===== src/rtl/abc_input_debouncer.sv =====
// abc_input_debouncer: per-channel debounce of raw a/b/c inputs.
// Optional INPUT_SYNC_EN adds a two-flop synchronizer ahead of sampling.
module abc_input_debouncer #(
    parameter int DEBOUNCE_CYCLES = 4,
    parameter int CNT_W           = 8
) (
    input  logic       clk,
    input  logic       rst_n,
    input  logic       a_raw,
    input  logic       b_raw,
    input  logic       c_raw,
    output logic       a,
    output logic       b,
    output logic       c,
    output logic [2:0] changed_mask
);

    typedef enum logic {
        ST_STABLE = 1'b0,
        ST_PEND   = 1'b1
    } state_t;

    localparam logic [CNT_W-1:0] LAST_CNT = CNT_W'(DEBOUNCE_CYCLES - 1);

    logic [2:0] w_raw;
    logic [2:0] w_samp_d;
    logic [2:0] r_samp;
    logic [2:0] w_out;
    logic [2:0] w_pulse;

    assign w_raw = {c_raw, b_raw, a_raw};

`ifdef INPUT_SYNC_EN
    logic [2:0] r_sync1;
    logic [2:0] r_sync2;

    // Two-flop synchronizer against metastability on async inputs
    always_ff @(posedge clk or negedge rst_n) begin
        if (!rst_n) begin
            r_sync1 <= '0;
            r_sync2 <= '0;
        end else begin
            r_sync1 <= w_raw;
            r_sync2 <= r_sync1;
        end
    end

    assign w_samp_d = r_sync2;
`else
    assign w_samp_d = w_raw;
`endif

    // Sample flop feeding the per-channel debouncers
    always_ff @(posedge clk or negedge rst_n) begin
        if (!rst_n) begin
            r_samp <= '0;
        end else begin
            r_samp <= w_samp_d;
        end
    end

    for (genvar i = 0; i < 3; i++) begin : g_ch
        state_t           r_state;
        state_t           w_state_nxt;
        logic [CNT_W-1:0] r_cnt;
        logic [CNT_W-1:0] w_cnt_nxt;
        logic             r_out;
        logic             w_out_nxt;
        logic             r_pulse;
        logic             w_pulse_nxt;

        // Channel state, count, level and pulse registers
        always_ff @(posedge clk or negedge rst_n) begin
            if (!rst_n) begin
                r_state <= ST_STABLE;
                r_cnt   <= '0;
                r_out   <= 1'b0;
                r_pulse <= 1'b0;
            end else begin
                r_state <= w_state_nxt;
                r_cnt   <= w_cnt_nxt;
                r_out   <= w_out_nxt;
                r_pulse <= w_pulse_nxt;
            end
        end

        // Next-state: accept a new level after enough agreeing samples
        always_comb begin
            w_state_nxt = r_state;
            w_cnt_nxt   = r_cnt;
            w_out_nxt   = r_out;
            w_pulse_nxt = 1'b0;
            unique case (r_state)
                ST_STABLE: begin
                    if (r_samp[i] != r_out) begin
                        if (DEBOUNCE_CYCLES == 1) begin
                            w_out_nxt   = r_samp[i];
                            w_pulse_nxt = 1'b1;
                        end else begin
                            w_state_nxt = ST_PEND;
                            w_cnt_nxt   = CNT_W'(1);
                        end
                    end
                end
                ST_PEND: begin
                    if (r_samp[i] == r_out) begin
                        w_state_nxt = ST_STABLE;
                        w_cnt_nxt   = '0;
                    end else if (r_cnt == LAST_CNT) begin
                        w_state_nxt = ST_STABLE;
                        w_cnt_nxt   = '0;
                        w_out_nxt   = r_samp[i];
                        w_pulse_nxt = 1'b1;
                    end else begin
                        w_cnt_nxt = r_cnt + CNT_W'(1);
                    end
                end
                default: begin
                    w_state_nxt = ST_STABLE;
                    w_cnt_nxt   = '0;
                end
            endcase
        end

        assign w_out[i]   = r_out;
        assign w_pulse[i] = r_pulse;
    end

    assign a            = w_out[0];
    assign b            = w_out[1];
    assign c            = w_out[2];
    assign changed_mask = w_pulse;

endmodule

===== config.mk =====
export PLATFORM = sky130hd
export DESIGN_NAME = abc_input_debouncer
export DESIGN_NICKNAME = d
export VERILOG_FILES = /design/src/rtl/abc_input_debouncer.sv
export SDC_FILE = /design/constraint.sdc
export NUM_CORES = 1
export LEC_CHECK = 0
export CAP_MARGIN = 20
export CELL_PAD_IN_SITES_DETAIL_PLACEMENT = 0
export CELL_PAD_IN_SITES_GLOBAL_PLACEMENT = 1
export CORE_MARGIN = 2
export CORE_UTILIZATION = 46
export CTS_CLUSTER_DIAMETER = 30
export DETAILED_ROUTE_END_ITERATION = 10
export PLACE_DENSITY = 0.8
export SLEW_MARGIN = 5
export SYNTH_ARGS = -nofsm -noshare
export SYNTH_HDL_FRONTEND = slang
export SYNTH_SLANG_ARGS = --single-unit

===== constraint.sdc =====
create_clock -name clk -period 2.7 [get_ports clk]
set_clock_uncertainty 0.15 [all_clocks]
set_input_delay 0.27 -clock clk [delete_from_list [all_inputs] [get_ports clk]]
set_output_delay 0.27 -clock clk [all_outputs]
set_load 0.01 [all_outputs]

# Word-level counts from Yosys, hierarchy flattened

Cells that the tools add are included.

Add/sub/neg operators: 3
$mul: 0
Div/mod/pow operators: 0
Order comparisons: 0
Eq/ne operators: 12
Shifts and indexed selects: 0
Multiplexer cells: 33
Bitwise operators: 6
Reductions and logical operators: 3

Operators by type and width:

| operator              | count |
|---|---|
| $mux W8               | 9 |
| $pmux W8 S2           | 3 |
| $add A8 B1 Y8 const B | 3 |
| $eq A8 B2 Y1 const B  | 3 |
| $mux W1               | 18 |
| $reduce_and A3 Y1     | 3 |
| $ne A2 B2 Y1 const B  | 3 |
| $not A1 Y1            | 6 |
| $pmux W1 S2           | 3 |
| $eq A1 B1 Y1          | 3 |
| $ne A1 B1 Y1          | 3 |

Bits in registers: 36
Latch bits: 0
Memory bits (writable): 0
ROM bits: 0
Input bits: 5
Output and inout port bits: 6
Memories: 0

# Logic depth before layout (Yosys ltp)

Gate-level depths: netlist (run 1).

Depth in word-level cells: 4
Gate-level depth with buffers: 6

# Least setup slack after synthesis (run 1)

No wires, ideal clock.

Kind: register to register
From: register g_ch[1].r_cnt[5]
To: register g_ch[1].r_out (netlist: b)
Arrival time: 1.679 ns
Data required time: 2.425 ns
Path slack: 0.746 ns
Stages on the path, launching flop included: 6
Path buffers: 1
Cells stage by stage: dfrtp_1 -> or3_1 -> or4_1 -> buf_6 -> nor2_8 -> mux2_4

Longest elaborated chain between the ends: 2

Ends and longest elaborated chain:

| element                            | RTL line | text |
|---|---|---|
| from (decl)                        | 65       | `logic [CNT_W-1:0] r_cnt;` |
| from (signal assigned)             | 81       | `r_cnt <= w_cnt_nxt;` |
| $eq A8 B2 Y1                       | 109      | `end else if (r_cnt == LAST_CNT) begin` |
| $reduce_and A3 Y1 (no source line) | --       |  |
| to (signal assigned)               | 82       | `r_out <= w_out_nxt;` |
| to (decl)                          | 67       | `logic r_out;` |

Every way passes these cells.
A chain may end at the register's enable or synchronous reset.

# Final worst setup path (run 1)

From: register g_ch[2].r_cnt[0]
To: register g_ch[2].r_cnt[2]

Longest elaborated chain between the ends: 4
Elaborated cells on any way between the ends: 5

Ends and longest elaborated chain:

| element                                              | RTL line | text |
|---|---|---|
| from (decl)                                          | 65       |  |
| from (signal assigned)                               | 81       |  |
| $add A8 B1 Y8 / $eq A8 B2 Y1 (equally long branches) | 115, 109 |  |
| $mux W8 *                                            | 109      |  |
| $mux W8 *                                            | 106      | `if (r_samp[i] == r_out) begin` |
| $pmux W8 S2 *                                        | 93       | `unique case (r_state)` |

Mark *: on every way between the ends. The rest lies on a longest branch, timed or not.

==> impl_metrics.toml, run 1 <==
[clocking]
holdBufCountCts = 0
postCtsSetupBuffers = 0
numClockSinks = 36
ctsRootBufferMaster = "sky130_fd_sc_hd__clkbuf_8"
cts-resized-gates = 0
clkSlewWorstSetupHoldPaths_ns = 0.07
clock_tree.htree_level_count = 2
clock_tree_from_tritoncts = "built"
tritoncts.num_buffers = 5
cts_max_path_buffers = 2
clkLatencyLatePin_ns = 0.28

[sta]
timing_max_transition_violations_final = 0
grt_setup_unrepaired = "false"
post_route_fraction_of_the_period_consumed_by_the_critical_path = 0.797
setup_violations = 0
fmaxAchievable_mhz = 465
timing.setup.tns_ns = 0
fin_crit_ns = 2.15
worst-slew-pin-transition_ns = 0.765
final_hold_viol_count = 0
max_slew_margin = 0.487

[pwr]
internal_power_w = 0.00111
power.share.clock = 0.197
switchingPower_w = 0.000669
vdd_drop_max_mv = 0.480
p_sw_frac = 0.376
seq_power_share = 0.445
power_leakage_nw = 0.883
power.density_cell_area_mw_per_mm2 = 887
p_comb_frac = 0.358

[synth]
syn_area_per_cell_sq_um = 10.5
synthDominantCellAreaShare = 0.503
synth_edf_count = 0
dominantRegCellSynth = "sky130_fd_sc_hd__dfrtp_1"
synth.largest_area_cell = "sky130_fd_sc_hd__dfrtp_1"
yosys_warnings = 0
synth_async_sr_flop_share = 1.00
yosys-top-cells-count = "sky130_fd_sc_hd__dfrtp_1, sky130_fd_sc_hd__nand3_1, sky130_fd_sc_hd__a31oi_1"
syn_inst_count = 171
synth_cell_types = 39
syn_nets = 182
synth.top_cells.by_area = "sky130_fd_sc_hd__dfrtp_1, sky130_fd_sc_hd__nand3_1, sky130_fd_sc_hd__a31oi_1, sky130_fd_sc_hd__ha_1, sky130_fd_sc_hd__a21oi_1"
syn_area_sq_mm = 0.00179
synthMostInstantiatedCell = "sky130_fd_sc_hd__dfrtp_1"
synth-seq-area-share = 0.503
synth_seq_cells = 36

[setup_path]
required_ns = 2.75
r2r-start = "g_ch[2].r_cnt[0]$_DFFE_PN0P_"
critical_path.max_fanout = 7
ff_to_ff_end = "g_ch[2].r_cnt[2]$_DFFE_PN0P_"
critical_path.startpoint_type = "flop"
end_kind = "flop"
worst-endpoint-arrival_ns = 2.20
setup_slack_on_the_worst_flop_to_flop_path_ns = 0.55
worst-r2r-cell-count = 6
timing.setup.critical_path_class = "flop to flop"

[drt]
1st_iter_drt_viols = 94
antenna_violating_nets_post_route = 0
routedWlPerCell_um = 13.4
drt_wl_total_um = 3120
first_pass_iters = 4
via_count = 1351
residual_drc_count = 0
vias_cell = 5.80

[grt]
via_count_of_the_first_global_routing_pass = 1276
global_route.overflow_total = 0
grt_first_pass_wirelength_um = 5530
grt_start_max_net_pins = 37
antenna_found_initial = 0
grt.total_usage = 0.166

[floorplanning]
core_region_area_sq_mm = 0.00369
pin_count = 11
die_w_um = 66.4
placementRows = 22
die_h_um = 66.4
dieArea_sq_mm = 0.00440
initial_core_util = 0.485

[layout]
final_net_count = 196
final_design_area_no_fill_sq_mm = 0.00201
insertedDiodeCount = 0
area_growth_syn_to_layout_pct = 12.1
layout-drive-gt1-share = 0.0973
finish.utilization = 0.544

[placed_design]
postPlaceCellArea_sq_mm = 0.00193
dp_hpwl_um = 2230
finalWeightedCongestion = 0.831
numPortBuffers = 10

[outcome]
outcome = "finished, final reports clean"

[worst_hold_path]
hold_path_class = "input pin to asynchronous set/reset pin"

[flow_run]
max_cap_viol_count = 0
flip-flops by register name (all words and copies together), names as in the netlist:
signal        flops
a                 1
b                 1
c                 1
g_ch.r_cnt       24
g_ch.r_pulse      3
g_ch.r_state      3
r_samp            3
worst max-delay path, cell delays in order, from the launching register on:
cell	delay (ns)
sky130_fd_sc_hd__dfrtp_1	0.41
sky130_fd_sc_hd__ha_1	0.22
sky130_fd_sc_hd__nor4b_1	0.16
sky130_fd_sc_hd__a211oi_1	0.64
sky130_fd_sc_hd__buf_4	0.26
sky130_fd_sc_hd__nand2b_1	0.06
sky130_fd_sc_hd__a31oi_1	0.16
placed cells by master, fill, tap and decap left out, drive strengths merged, types with 3 or more instances in the layout:
master         Yosys  layout
a22o               3       3
buf                6       3
and3               5       5
a31oi             12      12
nand3             16      16
o21ai              5       5
a211oi             3       3
inv                5       5
ha                 6       6
xnor2              4       4
nand2b             7       7
a21oi              9       9
dfrtp             36      36
nor3               7       7
mux2               5       5
nor2              10      10
clkdlybuf4s50      0      10
nand2             11      11
clkbuf             0       6
per-stage QoR:
stage,hold slack [ns],total power (W),setup slack (ns),instances
after floorplan,-0.176,0.00124,0.746,171
after global placement,0.329,0.00141,0.562,226
after detailed placement,0.329,0.00144,0.513,226
after CTS,0.258,0.00179,0.541,233
after global routing,0.270,0.00192,0.382,233
final,0.241,0.00178,0.549,233
final cells by class:
class,count,area [sq um]
clock buffer,6,72.6
tap,48,60.1
multi-input combinational,124,826
inverter,5,18.8
fill,324,1680
sequential,36,901
timing repair buffer,13,123
clock inverter,1,5.00
per-layer routing:
| layer | share of wire | track usage | vias to the layer above |
|---|---|---|---|
| met5 | 0 | 0 | - |
| met1 | 0.48 | 0.213 | 657 |
| li1 | - | - | 660 |
| met2 | 0.46 | 0.258 | 27 |
| met4 | 0.015 | 0.0638 | 0 |
| met3 | 0.047 | 0.0562 | 7 |
cell families (layout without fill, tap and decap cells):
family	count (synthesis)	after routing	synth area share
AOI/OAI and AO/OA	39	39	0.144
and+or+nand+nor	68	68	0.212
xor gates and xnor gates	5	5	0.0245
muxes	6	6	0.0392
buffers and inverters	11	25	0.0350
adders and majority gates	6	6	0.0420
DFF	36	36	0.503
power groups by stage:
stage               Combinational, W  Clock [W]  Sequential (W)
floorplan                   0.000460          0        0.000779
global placement            0.000618          0        0.000792
detailed placement          0.000639          0        0.000797
CTS                         0.000640   0.000365        0.000789
global route                0.000718   0.000391        0.000811
finish                      0.000637   0.000351        0.000791
worst max-delay path by stage:
| stage | startpoint | endpoint | slack (ns) | cells past startpoint |
|---|---|---|---|---|
| global route | g_ch[2].r_cnt[0]$_DFFE_PN0P_ | g_ch[2].r_cnt[2]$_DFFE_PN0P_ | 0.38 | 6 |
| floorplan | g_ch[1].r_cnt[5]$_DFFE_PN0P_ | b$_DFFE_PN0P_ | 0.75 | 5 |
| finish | g_ch[2].r_cnt[0]$_DFFE_PN0P_ | g_ch[2].r_cnt[2]$_DFFE_PN0P_ | 0.55 | 6 |
| CTS | g_ch[2].r_cnt[0]$_DFFE_PN0P_ | g_ch[2].r_cnt[2]$_DFFE_PN0P_ | 0.54 | 6 |
| detailed placement | g_ch[2].r_cnt[0]$_DFFE_PN0P_ | g_ch[2].r_cnt[2]$_DFFE_PN0P_ | 0.51 | 6 |
| global placement | g_ch[1].r_cnt[0]$_DFFE_PN0P_ | b$_DFFE_PN0P_ | 0.56 | 5 |
Note: power is estimated with default switching activity, not from simulation.
==> run 2: changes to the inputs <==
--- a/config.mk
+++ b/config.mk
@@ -9,10 +9,10 @@
 export CELL_PAD_IN_SITES_DETAIL_PLACEMENT = 0
 export CELL_PAD_IN_SITES_GLOBAL_PLACEMENT = 1
 export CORE_MARGIN = 2
-export CORE_UTILIZATION = 46
+export CORE_UTILIZATION = 42
 export CTS_CLUSTER_DIAMETER = 30
 export DETAILED_ROUTE_END_ITERATION = 10
-export PLACE_DENSITY = 0.8
+export PLACE_DENSITY = 0.77
 export SLEW_MARGIN = 5
 export SYNTH_ARGS = -nofsm -noshare
 export SYNTH_HDL_FRONTEND = slang
==> constraint.sdc (replaced) <==
create_clock -name clk -period 1.95 [get_ports clk]
set_clock_uncertainty 0.15 [all_clocks]
set_input_delay 0.195 -clock clk [delete_from_list [all_inputs] [get_ports clk]]
set_output_delay 0.195 -clock clk [all_outputs]
set_load 0.01 [all_outputs]
==> run 2 against run 1 <==
Compared with the run above:
- combinational power up 76%
- fmax is 13% higher
- sequential cell count stayed put
- register-to-register slack got worse by 0.50 ns
- die area increased by 8.9%
- via count up 8.1%
- setup slack lost 0.50 ns
- final cell count rose by 9.4%
- critical path type unchanged
==> impl_metrics.toml, run 2 (synthesized netlist as in run 1, its figures left out) <==
[clocking]
holdBufCountCts = 0
tritoncts.num_buffers = 5
cts_max_path_buffers = 2
clkSlewWorstSetupHoldPaths_ns = 0.07
postCtsSetupBuffers = 0
numClockSinks = 36
clock_tree_from_tritoncts = "built"
clock_tree.htree_level_count = 2
clkLatencyLatePin_ns = 0.29
ctsRootBufferMaster = "sky130_fd_sc_hd__clkbuf_8"

[placed_design]
pre_cts_ws_ns = -0.171
dp_hpwl_um = 2690
finalWeightedCongestion = 0.818
place.detailed.instances = 246
numPortBuffers = 10

[layout]
final_net_count = 215
mostFrequentLayoutCells = "sky130_fd_sc_hd__dfrtp_1, sky130_fd_sc_hd__buf_4, sky130_fd_sc_hd__nand3_1"
layout.area.seq_sq_um = 901
insertedDiodeCount = 0
largest_register_ff_count = 24
filler_cell_count = 349
area_growth_syn_to_layout_pct = 23.2
area_of_combinational_cells_with_multiple_inputs_sq_um = 860
layout-drive-gt1-share = 0.205
max_flop_register = "g_ch.r_cnt"
most_frequent_standard_cell_in_the_layout_excluding_fill_and_tap_cells = "sky130_fd_sc_hd__dfrtp_1"
final_cell_count_no_fill = 255

[setup_path]
critical_path.max_fanout = 2
cp_cell_sequence = "or3_1 -> or4_4 -> nor2_8 -> mux2_4"
timing.critical_path.buf_inv = 0
worst-endpoint-arrival_ns = 1.93
r2r-start = "g_ch[1].r_cnt[5]$_DFFE_PN0P_"
worst-r2r-cell-count = 4
cpMaxStageDelayCell = "sky130_fd_sc_hd__or4_4"
end_kind = "flop"
required_ns = 1.97
ff_to_ff_end = "b$_DFFE_PN0P_"
timing.setup.critical_path_class = "flop to flop"
slowest_delay_ns = 0.47
worst_path_dominant_cell_family = "simple AND/OR/NAND/NOR gates"
critical_path.startpoint_type = "flop"
setup_slack_on_the_worst_flop_to_flop_path_ns = 0.05

[sta]
timing.setup.tns_ns = 0
final_hold_slack_ns = 0.154
fin_crit_ns = 1.90
max_slew_margin = 0.588
fmaxAchievable_mhz = 525
final_hold_viol_count = 0
timing_max_transition_violations_final = 0
worst_slack_setup_final_ns = 0.0460
setup_violations = 0
post_route_fraction_of_the_period_consumed_by_the_critical_path = 0.976
worst-slew-pin-transition_ns = 0.614

[floorplanning]
dieArea_sq_mm = 0.00480
die_h_um = 69.3
core_region_area_sq_mm = 0.00406
pin_count = 11
placementRows = 23
die_w_um = 69.3
initial_core_util = 0.441

[drt]
1st_iter_drt_viols = 107
routedWlPerCell_um = 14.7
antenna_violating_nets_post_route = 0
vias_cell = 5.73
via_count = 1461
drt_wl_total_um = 3750
residual_drc_count = 0
first_pass_iters = 4

[grt]
grt_start_max_net_pins = 37
grt.total_usage = 0.172
via_count_of_the_first_global_routing_pass = 1469
grt_first_pass_wirelength_um = 6630
global_route.overflow_total = 0
antenna_found_initial = 0

[pwr]
power.density_cell_area_mw_per_mm2 = 1240
fin_total_pwr_w = 0.00274
vdd_drop_max_mv = 0.725
power_leakage_nw = 0.996

[outcome]
outcome = "finished, final reports clean"

[flow_run]
max_cap_viol_count = 0

[worst_hold_path]
hold_path_class = "input pin to asynchronous set/reset pin"
run 2: per-stage QoR:
step	area, sq um	utilization
6_report	2200	0.543
5_1_grt	2200	0.543
4_1_cts	2160	0.533
3_5_place_dp	2070	0.509
3_3_place_gp	2070	0.509
2_1_floorplan	1790	-
run 2: repair_timing:
| action | in CTS | in global routing |
|---|---|---|
| resized for setup | 2 | 6 |
| gates cloned | 0 | 1 |
| endpoints found under the setup margin | 11 | 9 |
| pin swaps | 0 | 0 |
run 2: final cells by class:
class / count / area share
inverters: 5 / 0.00851
repair buffers: 32 / 0.124
flip-flops and latches: 36 / 0.409
clock buffers: 8 / 0.0409
well taps: 50 / 0.0284
multi-input cells: 124 / 0.390
run 2: how the worst max path moves through the flow:
| stage | slack, ns | end | start | cells past startpoint |
|---|---|---|---|---|
| detailed placement | -0.17 | g_ch[2].r_cnt[2]$_DFFE_PN0P_ | g_ch[2].r_cnt[0]$_DFFE_PN0P_ | 6 |
| floorplan | -0.004 | b$_DFFE_PN0P_ | g_ch[1].r_cnt[5]$_DFFE_PN0P_ | 5 |
| global route | -0.07 | g_ch[0].r_cnt[3]$_DFFE_PN0P_ | g_ch[0].r_cnt[0]$_DFFE_PN0P_ | 6 |
| global placement | -0.03 | g_ch[1].r_cnt[7]$_DFFE_PN0P_ | g_ch[1].r_cnt[5]$_DFFE_PN0P_ | 5 |
| CTS | 0.03 | g_ch[1].r_cnt[7]$_DFFE_PN0P_ | g_ch[1].r_cnt[5]$_DFFE_PN0P_ | 5 |
| finish | 0.05 | b$_DFFE_PN0P_ | g_ch[1].r_cnt[5]$_DFFE_PN0P_ | 4 |
run 2: routing by layer:
metal / track usage / routed length, um / vias to the layer above
li1: - / - / 700
met1: 0.217 / 1660 / 718
met2: 0.271 / 1870 / 33
met3: 0.0363 / 131 / 10
met4: 0.102 / 93 / 0
met5: 0 / 0 / -
run 2: report_power, final:
group | leakage [nW] | internal, W | switching (W)
Clock | 0.0455 | 0.000288 | 0.000261
Sequential | 0.473 | 0.000912 | 0.000156
Combinational | 0.478 | 0.000517 | 0.000601
